## config.mk

```make
export PLATFORM = sky130hd
export DESIGN_NAME = countdown_timer
export DESIGN_NICKNAME = d
export VERILOG_FILES = /design/src/rtl/countdown_timer_pkg.sv /design/src/rtl/down_counter.sv /design/src/rtl/countdown_timer.sv
export SDC_FILE = /design/constraint.sdc
export NUM_CORES = 1
export LEC_CHECK = 0
export ABC_AREA = 1
export CAP_MARGIN = 5
export CORE_UTILIZATION = 42
export DETAILED_ROUTE_END_ITERATION = 10
export PLACE_DENSITY = 0.71
export SYNTH_ARGS = -nofsm -noshare
export SYNTH_HDL_FRONTEND = slang
export SYNTH_SLANG_ARGS = --single-unit
```

## constraint.sdc

```tcl
create_clock -name Clock -period 2.3 [get_ports Clock]
set_input_delay 0.46 -clock Clock [delete_from_list [all_inputs] [get_ports Clock]]
set_output_delay 0.46 -clock Clock [all_outputs]
set_load 0.005 [all_outputs]
```

## src/rtl/countdown_timer_pkg.sv

```systemverilog
// Shared constants for the countdown_timer tick generator: default counter
// width, system clock frequency and ready-made reload values.
package countdown_timer_pkg;

  localparam int unsigned DEFAULT_WIDTH = 32;

  // System clock feeding the timer.
  localparam int unsigned CLK_HZ = 50_000_000;

  // Reload values are one less than the desired period in clock cycles.
  localparam int unsigned RELOAD_0P8S = 40_000_000 - 1;
  localparam int unsigned RELOAD_1S   = CLK_HZ - 1;
  localparam int unsigned RELOAD_1MS  = (CLK_HZ / 1_000) - 1;

endpackage : countdown_timer_pkg

```

## src/rtl/down_counter.sv

```systemverilog
// Loadable, enabled WIDTH-bit decrementer with a zero flag.
// Reaching zero while enabled reloads instead of decrementing, so the
// counter never wraps. The o_count port exists only when
// COUNTDOWN_TIMER_COUNT_OUT_EN is defined.
module down_counter
  import countdown_timer_pkg::*;
#(
  parameter int unsigned WIDTH = DEFAULT_WIDTH
) (
  input  logic             i_clk,
  input  logic             i_rst_n,
  input  logic             i_en,
  input  logic [WIDTH-1:0] i_load_value,
  output logic             o_zero
`ifdef COUNTDOWN_TIMER_COUNT_OUT_EN
  ,
  output logic [WIDTH-1:0] o_count
`endif
);

  logic [WIDTH-1:0] r_cnt;

  // Load on reset or on an enabled zero, otherwise step down when enabled.
  // NOTE: reset is synchronous, so it lives inside the clocked branch rather
  // than in the sensitivity list; non-blocking assignments keep every flop
  // sampling pre-edge values.
  always_ff @(posedge i_clk) begin
    if (!i_rst_n) begin
      r_cnt <= i_load_value;
    end else if (i_en) begin
      if (o_zero) r_cnt <= i_load_value;
      else        r_cnt <= r_cnt - WIDTH'(1);
    end
  end

  assign o_zero = (r_cnt == '0);

`ifdef COUNTDOWN_TIMER_COUNT_OUT_EN
  assign o_count = r_cnt;
`endif

endmodule : down_counter

```

## src/rtl/countdown_timer.sv

```systemverilog
// Programmable periodic tick generator. Pulse is a registered one-cycle
// tick every InitValue+1 enabled cycles. Define COUNTDOWN_TIMER_COUNT_OUT_EN
// to expose the live counter value on Count.
module countdown_timer
  import countdown_timer_pkg::*;
#(
  parameter int unsigned WIDTH = DEFAULT_WIDTH
) (
  input  logic             Clock,
  input  logic             Reset,
  input  logic             Enable,
  input  logic [WIDTH-1:0] InitValue,
  output logic             Pulse
`ifdef COUNTDOWN_TIMER_COUNT_OUT_EN
  ,
  output logic [WIDTH-1:0] Count
`endif
);

  logic w_zero;
  logic r_pulse;

  down_counter #(
    .WIDTH(WIDTH)
  ) u_down_counter (
    .i_clk        (Clock),
    .i_rst_n      (Reset),
    .i_en         (Enable),
    .i_load_value (InitValue),
    .o_zero       (w_zero)
`ifdef COUNTDOWN_TIMER_COUNT_OUT_EN
    ,
    .o_count      (Count)
`endif
  );

  // Tick on the same edge the counter reloads; reset cancels a pending tick.
  always_ff @(posedge Clock) begin
    if (!Reset) r_pulse <= 1'b0;
    else        r_pulse <= Enable && w_zero;
  end

  assign Pulse = r_pulse;

endmodule : countdown_timer

```

# == Word level (Yosys, flattened, before mapping) ==
# Cells that the tools add are included.
# classes
n_addsub,1
n_eq_ne,1
reduce_logical,2
mux,3
# op_table
op,n
2-to-1 mux 32 bit,3
logical NOT 32 bit,1
subtractor 32 x 1 -> 32 bit (second input constant),1
!= test 2 x 1 -> 1 bit (second input constant),1
logical AND 1 bit,1
# totals
register_bits,33
in_bits,35
out_inout_bits,1
wordCells,9

# == Depth between registers and ports, before layout ==
# Gate-level depths: netlist (run 1).
# logic_depth
ltp_word,4
ltp_mapped,10
depth_no_buf,10

# == Hierarchy ==
# From an unflattened synthesis (run 1), not the netlist that was laid out.
# hier_totals
hier_cells,359
hier_area_um2,2472.4
# by_module_without_submodules
module,cells_each,seq_area_each_um2,instances,area_each_um2
down_counter,355,960.9,1,2438.6
countdown_timer,4,20.0,1,33.8

# == Least setup slack after synthesis (run 1) ==
# No wires, ideal clock.
# synth_path
path_kind,register to register
start,reg u_down_counter.r_cnt[9]
end,"reg u_down_counter.r_cnt[12], data pin"
synth_period_minus_slack_ps,1704
setup_time_ps,251
slack_ps,596
path_stages_with_launch,10
n_path_buf,1
arrival_ps,1453
required_ps,2049
cell_sequence,edfxtp_1 nor2_4 nand2_2 nor2_4 nand2_2 o21ai_4 buf_6 nand2_1 o21ai_2 inv_2
# synth_via
elab_chain_len,4
elab_cells_between_ends,5
cone_classes,add/sub (1); mux (3); reduce/logical (1)
# synth_lines
item,line,text
"start, declared",down_counter.sv:21,logic [WIDTH-1:0] r_cnt;
"start signal, assigned",down_counter.sv:29,r_cnt <= i_load_value;
"start signal, assigned",down_counter.sv:31,if (o_zero) r_cnt <= i_load_value;
"start signal, assigned",down_counter.sv:32,else r_cnt <= r_cnt - WIDTH'(1);
subtractor 32 x 1 -> 32 bit or logical NOT 32 bit (tied branches),"down_counter.sv:32, down_counter.sv:36",
2-to-1 mux 32 bit (*),down_counter.sv:31,
2-to-1 mux 32 bit (*),down_counter.sv:30,end else if (i_en) begin
2-to-1 mux 32 bit (*),down_counter.sv:28,if (!i_rst_n) begin
# Mark *: on every way between the ends. The rest lies on a longest branch, timed or not. The select of a mux whose other input is x is not followed.
# A chain may end at the register's enable or synchronous reset.

# == Worst setup path after layout (run 1) ==
# layout_path
start,reg u_down_counter.r_cnt[0]
end,"reg u_down_counter.r_cnt[10], data pin"
# The elaborated chain is that of the path after synthesis.

==> results of run 1 <==
-- layout make-up --
class	count	area, um2
repair buffers	37	377.9
clock buffers	8	80.08
multi-input cells	267	1227
fillers	576	2634
well taps	72	90.09
flip-flops and latches	33	980.9
inverters	49	183.9
-- final timing paths --
check	from	to	slack [ns]
setup / recovery	u_down_counter.r_cnt[0]	u_down_counter.r_cnt[10]	0.39
hold reg to reg	u_down_counter.r_cnt[0]	u_down_counter.r_cnt[0]	0.61
setup reg to reg	u_down_counter.r_cnt[0]	u_down_counter.r_cnt[10]	0.39
hold / removal	u_down_counter.r_cnt[0]	u_down_counter.r_cnt[0]	0.61
-- sequential cells by signal, summed over array words and instances (netlist names) --
| name | flops |
|---|---|
| u_down_counter.r_cnt | 32 |
| Pulse | 1 |
-- stage by stage --
stage | instances | setup slack (ns) | hold WS (ns)
6_report | 466 | 0.3892 | 0.6124
5_1_grt | 466 | 0.2001 | 0.6322
4_1_cts | 466 | 0.3815 | 0.6125
3_5_place_dp | 458 | 0.1286 | 0.6026
3_3_place_gp | 458 | 0.2073 | 0.5912
2_1_floorplan | 354 | 0.5959 | 0.5318
-- cells by family (layout without fill, tap and decap cells) --
family                   Yosys count  after routing  share of synthesized area
AND/OR/NAND/NOR                  226            226                     0.3762
buffers and inverters             54             94                    0.09672
flip-flops                        33             33                     0.4012
AO/OA/AOI/OAI                     22             22                    0.05476
XOR/XNOR                          17             17                    0.06090
adder cells (fa/ha/maj)            2              2                    0.01023
-- Yosys cell counts --
cell,number
o21ai_0,17
o21ai_2,2
nor4_1,1
nor2_1,90
ha_1,2
inv_1,48
nand2_2,2
nor2_4,4
buf_6,4
nand2_1,110
edfxtp_1,32
nand3_1,12
o21ai_4,1
xnor2_1,8
dfxtp_1,1
buf_4,1
o21bai_1,2
or2_2,1
nand4_1,5
nand3b_1,1
inv_2,1
xor2_1,9
-- critical path, delay by kind of cell (launching register included) --
kind	cells	cell delay [ns]
adders and majority gates	1	0.21
and+or+nand+nor	3	0.59
xor gates and xnor gates	1	0.18
buffers and inverters	2	0.15
DFF	1	0.40
AOI/OAI and AO/OA	1	0.13
-- power by group through the flow --
| stage | clock [mW] | combinational [mW] | sequential [mW] |
|---|---|---|---|
| floorplan | 0 | 0.198 | 0.788 |
| detailed placement | 0 | 0.294 | 0.809 |
| finish | 0.418 | 0.293 | 0.795 |
| global placement | 0 | 0.287 | 0.805 |
| global route | 0.457 | 0.336 | 0.803 |
| CTS | 0.432 | 0.296 | 0.796 |
-- metal layers --
| layer | wire (um) | vias to the layer above | share of wire |
|---|---|---|---|
| li1 | - | 1177 | - |
| met1 | 2480 | 937 | 0.47 |
| met2 | 2492 | 50 | 0.47 |
| met3 | 267 | 9 | 0.050 |
| met4 | 89 | 0 | 0.017 |
| met5 | 0 | - | 0 |
==> results.toml, run 1 <==
[power_and_ir_drop]
power_frac_comb = 0.195
ir_worst_vdd_uv = 276.2
p_per_area_nw_per_um2 = 512.4
clkPwrFrac = 0.277
swShare = 0.2782
power_mw = 1.507
leakage_nw = 1.223
p_sw_mw = 0.4192
intPower_mw = 1.088
seq_power_share = 0.528

[hold_path]
holdPathStages = 1
worstHoldPathType = "flop to flop"

[detailed_routing]
drt_iter0_drc = 199
dr.pass1.iters = 4
routed_wl_mm = 5.328
viasPerCell = 4.663
drc = 0
ant_nets = 0
wl_per_cell_um = 11.43
vias = 2173

[floorplan]
die_h_um = 78.30
io_pins = 36
core_area_um2 = 5574
dieArea_um2 = 6130
start_util = 0.4386
die_width_um = 78.30
placementRows = 27

[cells_and_area]
antenna_cells = 0
final_layout_size_suffix_gt1_frac = 0.04569
fin_util = 0.5275
final_cell_mix = "110 x nand2_1, 90 x nor2_1, 48 x inv_1"
fin_nets = 430
area_growth_pct = 20.27
final_area_um2 = 2940
layout_commonest_cell = "nand2_1"

[setup_path]
cp-end-kind = "flop"
path_class = "flop to flop"
critPathArrivalTime_ns = 1.96
critPathMaxFanout = 5
r2r_cells = 8
start_kind = "flop"
max_stage_delay_ns = 0.40
worstPathCellList = "inv_1 > ha_1 > nand2_1 > nor2_1 > nand2_1 > xor2_1 > o21ai_2 > inv_1"
crit_required_ns = 2.35
cp_slowest_cell = "edfxtp_1"

[logic_synthesis]
syn_avg_cell_area_um2 = 6.906
syn_nets = 391
syn-cell-area_um2 = 2445
synth-seq-cells = 33
synth_area_leaders = "edfxtp_1 39%, nand2_1 17%, nor2_1 14%"
synth_top_area_frac = 0.3930
ys_seq_area_frac = 0.4012
synthCells = 354
ys_types = 22
ys_warn_count = 0
yosysTopAreaCell = "edfxtp_1"

[global_route]
grtUsageMet2 = 0.3281
grt.busiest_layer = "met2"
grt_max_degree = 46
grt_use_met1 = 0.2434
use_met3 = 0.04302
first_global_vias = 2096
antenna_found_initial = 0
grt_pass1_wl_mm = 9.211
grt_usage = 0.1938
overflow = 0

[sta]
slew_viol_final = 0
hold_violations = 0
min_period_over_period = 0.8308
finClkSkew_ns = 0.004740
finalSetupViolations = 0
tightest_slew_ns = 0.7778
min_period_ns = 1.911
relSlewSlack = 0.4815
max_freq_mhz = 523.3
rsz0062_at_grt = "false"
final.setup.tns_ns = 0

[clock_tree]
cts_tree = "yes"
cts_setup_buffers = 0
numCtsBuffers = 5
clk_pin_slew_ns = 0.07
hold_buffers = 0
insertion_delay_ns = 0.28
clock_path_buffers = 2
cts_resized = 0
clockRootBuffer = "clkbuf_8"
h-tree-depth = 2
clock-sinks = 33

[place]
port_buffers = 35
place_congestion = 0.8984
place_hpwl_mm = 4.078
dpl_cell_area_um2 = 2860

[run]
max_cap_violations = 0

[run_status]
status = "finished clean"
(Power assumes the default switching activity.)
==> run 2: changes to the inputs <==
clock period = 1.92 ns   (was 2.3 ns; I/O delays follow)
==> results.toml, run 2 (synthesis results as in run 1) <==
[setup_path]
critPathArrivalTime_ns = 2.05
r2r_cells = 10
path_class = "flop to flop"
crit_required_ns = 2.05
r2r_start = "u_down_counter.r_cnt[0]"
r2r_slack_ns = 0.007
crit_path_end = "u_down_counter.r_cnt[1]"
critPathMaxFanout = 8
worstSetupStartpoint = "u_down_counter.r_cnt[0]"
cp-end-kind = "flop"
timing.rr.end = "u_down_counter.r_cnt[1]"
start_kind = "flop"

[place]
place_congestion = 0.9343
place_hpwl_mm = 4.552
port_buffers = 35
place_ws_ns = -0.03743
dp_cells = 477

[clock_tree]
clockRootBuffer = "clkbuf_8"
clock_path_buffers = 2
insertion_delay_ns = 0.29
h-tree-depth = 2
numCtsBuffers = 5
clk_pin_slew_ns = 0.07
cts_tree = "yes"
clock-sinks = 33

[detailed_routing]
dr.pass1.iters = 4
ant_nets = 0
drt_iter0_drc = 145
viasPerCell = 4.938
drc = 0
wl_per_cell_um = 13.64
routed_wl_mm = 6.795
vias = 2459

[cells_and_area]
layout_commonest_cell = "nand2_1"
final_layout_size_suffix_gt1_frac = 0.2207
fin_nets = 462
area_growth_pct = 39.20
instances_no_fill = 498
largest_reg_flops = 32
antenna_cells = 0
final_cell_mix = "91 x nand2_1, 76 x nor2_1, 46 x inv_1"
top_register = "u_down_counter.r_cnt"

[power_and_ir_drop]
swShare = 0.3034
clkPwrFrac = 0.269
power_frac_comb = 0.252
leakage_nw = 1.433
p_sw_mw = 0.6061
p_per_area_nw_per_um2 = 587.0
intPower_mw = 1.392
ir_worst_vdd_uv = 353.6
seq_power_share = 0.479

[sta]
relSlewSlack = 0.7016
finalSetupViolations = 0
max_freq_mhz = 522.7
min_period_ns = 1.913
finClkSkew_ns = 0.004930
setup_slack_ns = 0.007036
slew_viol_final = 0
whs_ns = 0.7063
rsz0062_at_grt = "true"
hold_violations = 0
tightest_slew_ns = 0.4436
min_period_over_period = 0.9963

[hold_path]
worstHoldStart = "u_down_counter.r_cnt[0]"
worstHoldPathType = "flop to flop"

[global_route]
first_global_vias = 2307
antenna_found_initial = 0
overflow = 0
grt_pass1_wl_mm = 10.31
grt_usage = 0.2179
grt_max_degree = 33

[run]
max_cap_violations = 0

[floorplan]
die_h_um = 78.30
io_pins = 36
dieArea_um2 = 6130
die_width_um = 78.30
placementRows = 27
core_area_um2 = 5574
start_util = 0.4386

[run_status]
status = "finished clean"
==> run 2: metal layers <==
| metal | vias up | wire [um] | global-route usage |
|---|---|---|---|
| li1 | 1241 | - | - |
| met1 | 1124 | 2945 | 0.2703 |
| met2 | 78 | 3351 | 0.3728 |
| met3 | 16 | 328 | 0.04186 |
| met4 | 0 | 170 | 0.08333 |
| met5 | - | 0 | 0 |
==> run 2: area by class of cell <==
class | instances | area [um2]
Sequential cell | 33 | 980.9
Timing Repair Buffer | 69 | 698.2
Fill cell | 519 | 2171
Tap cell | 72 | 90.09
Clock buffer | 8 | 80.08
Multi-Input combinational cell | 267 | 1370
Inverter | 49 | 183.9
==> run 2: power groups by stage <==
stage	Combinational [mW]	Clock, mW	Sequential, mW
3_5_place_dp	0.407	0	0.963
4_1_cts	0.411	0.533	0.948
6_report	0.503	0.537	0.957
2_1_floorplan	0.237	0	0.944
3_3_place_gp	0.400	0	0.959
5_1_grt	0.561	0.559	0.963
==> run 2: how the worst min path moves through the flow <==
stage | end | slack, ns | cells after the start
final | u_down_counter.r_cnt[0] | 0.71 | 2
after CTS | u_down_counter.r_cnt[0] | 0.60 | 1
after floorplan | Pulse | 0.51 | 2
after detailed placement | u_down_counter.r_cnt[0] | 0.59 | 1
after global routing | u_down_counter.r_cnt[0] | 0.74 | 2
after global placement | u_down_counter.r_cnt[0] | 0.59 | 1
==> run 2: per-stage QoR <==
| step | setup TNS [ns] | total power, mW | utilization | instance area [um2] |
|---|---|---|---|---|
| 2_1_floorplan | 0 | 1.181 | - | 2445 |
| 3_3_place_gp | 0 | 1.359 | 0.5455 | 3040 |
| 3_5_place_dp | -0.06022 | 1.370 | 0.5455 | 3040 |
| 4_1_cts | 0 | 1.893 | 0.5612 | 3128 |
| 5_1_grt | -1.047 | 2.083 | 0.6106 | 3403 |
| 6_report | 0 | 1.998 | 0.6106 | 3403 |
==> run 2: critical path: stages (launching register included) <==
cell,delay (ns)
edfxtp_1,0.42
inv_2,0.12
ha_4,0.14
nand3_2,0.07
nor2_2,0.11
nand3_2,0.12
o21ai_4,0.30
buf_6,0.16
buf_6,0.16
nand2_1,0.06
o21ai_0,0.08
==> run 2: what timing repair did <==
action,CTS,global route
pin swaps,0,11
buffers inserted,0,10
gates resized for setup,2,56
hold endpoints to repair,0,0
gates cloned,0,3
hold buffers,0,0
setup endpoints to repair,3,24
==> run 3: changes to the inputs <==
CTS_CLUSTER_SIZE = 10   (was unset)
PLACE_DENSITY = 0.74   (was 0.71)
clock period = 1.7 ns   (was 1.92 ns; I/O delays follow)
==> results.toml, run 3 (synthesis results as in run 1) <==
[run_status]
status = "finished with violations"
violations = "setup timing"

[hold_path]
worstHoldPathType = "input port to flop"
holdPathStages = 3
min_to = "Pulse"
worstHoldStart = "Enable"

[sta]
hold_violations = 0
min_period_ns = 1.913
min_period_over_period = 1.125
rsz0062_at_grt = "true"
tightest_slew_ns = 0.3456
max_freq_mhz = 522.8
slew_viol_final = 0
setup_slack_ns = -0.2129
relSlewSlack = 0.7675
finalSetupViolations = 32
finClkSkew_ns = 0.01114

[cells_and_area]
fin_nets = 501
layout_commonest_cell = "nand2_1"
final_area_um2 = 3722
fin_util = 0.6678
final_layout_size_suffix_gt1_frac = 0.2774
final_cell_mix = "93 x nand2_1, 78 x nor2_1, 62 x buf_4"
area_growth_pct = 52.25
antenna_cells = 0
largest_reg_flops = 32
top_register = "u_down_counter.r_cnt"

[detailed_routing]
vias = 2660
dr.pass1.iters = 5
wl_per_cell_um = 13.47
viasPerCell = 4.953
ant_nets = 0
drc = 0
routed_wl_mm = 7.235
drt_iter0_drc = 232

[setup_path]
r2r_start = "u_down_counter.r_cnt[3]"
path_class = "flop to flop"
max_stage_delay_ns = 0.48
cp_num_buf_inv = 4
r2r_slack_ns = -0.21
cp_slowest_cell = "edfxtp_1"
crit_required_ns = 1.85
timing.rr.end = "u_down_counter.r_cnt[24]"
r2r_cells = 10
cp-end-kind = "flop"
critPathArrivalTime_ns = 2.07
worstPathCellList = "nor2_4 > inv_1 > nor2_4 > nand3_4 > o21ai_4 > buf_6 > buf_8 > buf_6 > nor2_2 > nor2_1"
critPathTopFamily = "simple AND/OR/NAND/NOR gates"
start_kind = "flop"
critPathMaxFanout = 8

[run]
max_cap_violations = 0

[clock_tree]
cts_tree = "yes"
clk_pin_slew_ns = 0.07
insertion_delay_ns = 0.29
clock_path_buffers = 2
hold_buffers = 0
clockRootBuffer = "clkbuf_8"
numCtsBuffers = 5
h-tree-depth = 2
clock-sinks = 33

[floorplan]
placementRows = 27
io_pins = 36
start_util = 0.4386
die_width_um = 78.30
core_area_um2 = 5574
die_h_um = 78.30
dieArea_um2 = 6130

[place]
place_congestion = 0.9109
dpl_cell_area_um2 = 3378
place_ws_ns = -0.1913
port_buffers = 35
place_hpwl_mm = 4.865

[global_route]
grt_max_degree = 33
grt_pass1_wl_mm = 11.49
overflow = 0
grt_usage = 0.2451
first_global_vias = 2578
antenna_found_initial = 0

[power_and_ir_drop]
ir_worst_vdd_uv = 342.6
leakage_nw = 1.627
p_per_area_nw_per_um2 = 629.3
## run 3: cell types whose count changed in the layout (fill, tap and decap cells not counted), moves of 3 or more
cell     before  now
buf_4        26   62
nor2_2       12    7
buf_6         2    5
nor2_4        6    9
o21ai_1       3    6
## run 3: worst min-delay path: cells and delay by family
| family | cells | cell delay (ns) |
|---|---|---|
| buf+inv | 1 | 0.41 |
| simple gates | 2 | 0.15 |
## run 3: worst max path at each step
stage | startpoint | endpoint | slack (ns) | cells after the start
after CTS | u_down_counter.r_cnt[0] | u_down_counter.r_cnt[19] | -0.14 | 11
after detailed placement | u_down_counter.r_cnt[1] | u_down_counter.r_cnt[8] | -0.19 | 10
after global routing | u_down_counter.r_cnt[6] | u_down_counter.r_cnt[24] | -0.30 | 10
final | u_down_counter.r_cnt[3] | u_down_counter.r_cnt[24] | -0.21 | 10
after global placement | u_down_counter.r_cnt[0] | u_down_counter.r_cnt[24] | -0.11 | 10
after floorplan | u_down_counter.r_cnt[1] | u_down_counter.r_cnt[12] | 0.002 | 10
## run 3: where the power goes
| group | switching (mW) | internal [mW] |
|---|---|---|
| Clock | 0.302 | 0.284 |
| Sequential | 0.0774 | 0.995 |
| Combinational | 0.323 | 0.362 |
| Total | 0.702 | 1.64 |
## run 3: timing repair
action / 4_1_cts / 5_1_grt
gates resized for setup: 32 / 31
setup endpoints to repair: 32 / 32
pin swaps: 12 / 5
setup buffers: 6 / 3
gates cloned: 3 / 0
## run 3: through the flow
| stage | TNS, ns | power, mW | cells | hold slack (ns) |
|---|---|---|---|---|
| 3_3_place_gp | -3.370 | 1.639 | 520 | 0.6110 |
| 5_1_grt | -7.808 | 2.449 | 537 | 0.6707 |
| 6_report | -4.895 | 2.343 | 537 | 0.6583 |
| 4_1_cts | -3.309 | 2.302 | 536 | 0.6522 |
| 3_5_place_dp | -6.406 | 1.656 | 520 | 0.6340 |
| 2_1_floorplan | 0 | 1.341 | 354 | 0.4646 |
## run 3: layout make-up
cell class	instances	area (um2)
clock inverter	2	10.01
sequential	33	980.9
fill	442	1852
tap	72	90.09
clock buffer	6	72.57
timing repair buffer	108	1002
inverter	49	183.9
multi-input combinational	267	1383
## run 3: per-layer routing
layer  GRT usage  share of wire
met5           0              0
met2      0.4246           0.49
met4      0.1167          0.036
met1      0.2918           0.41
met3     0.04535          0.063
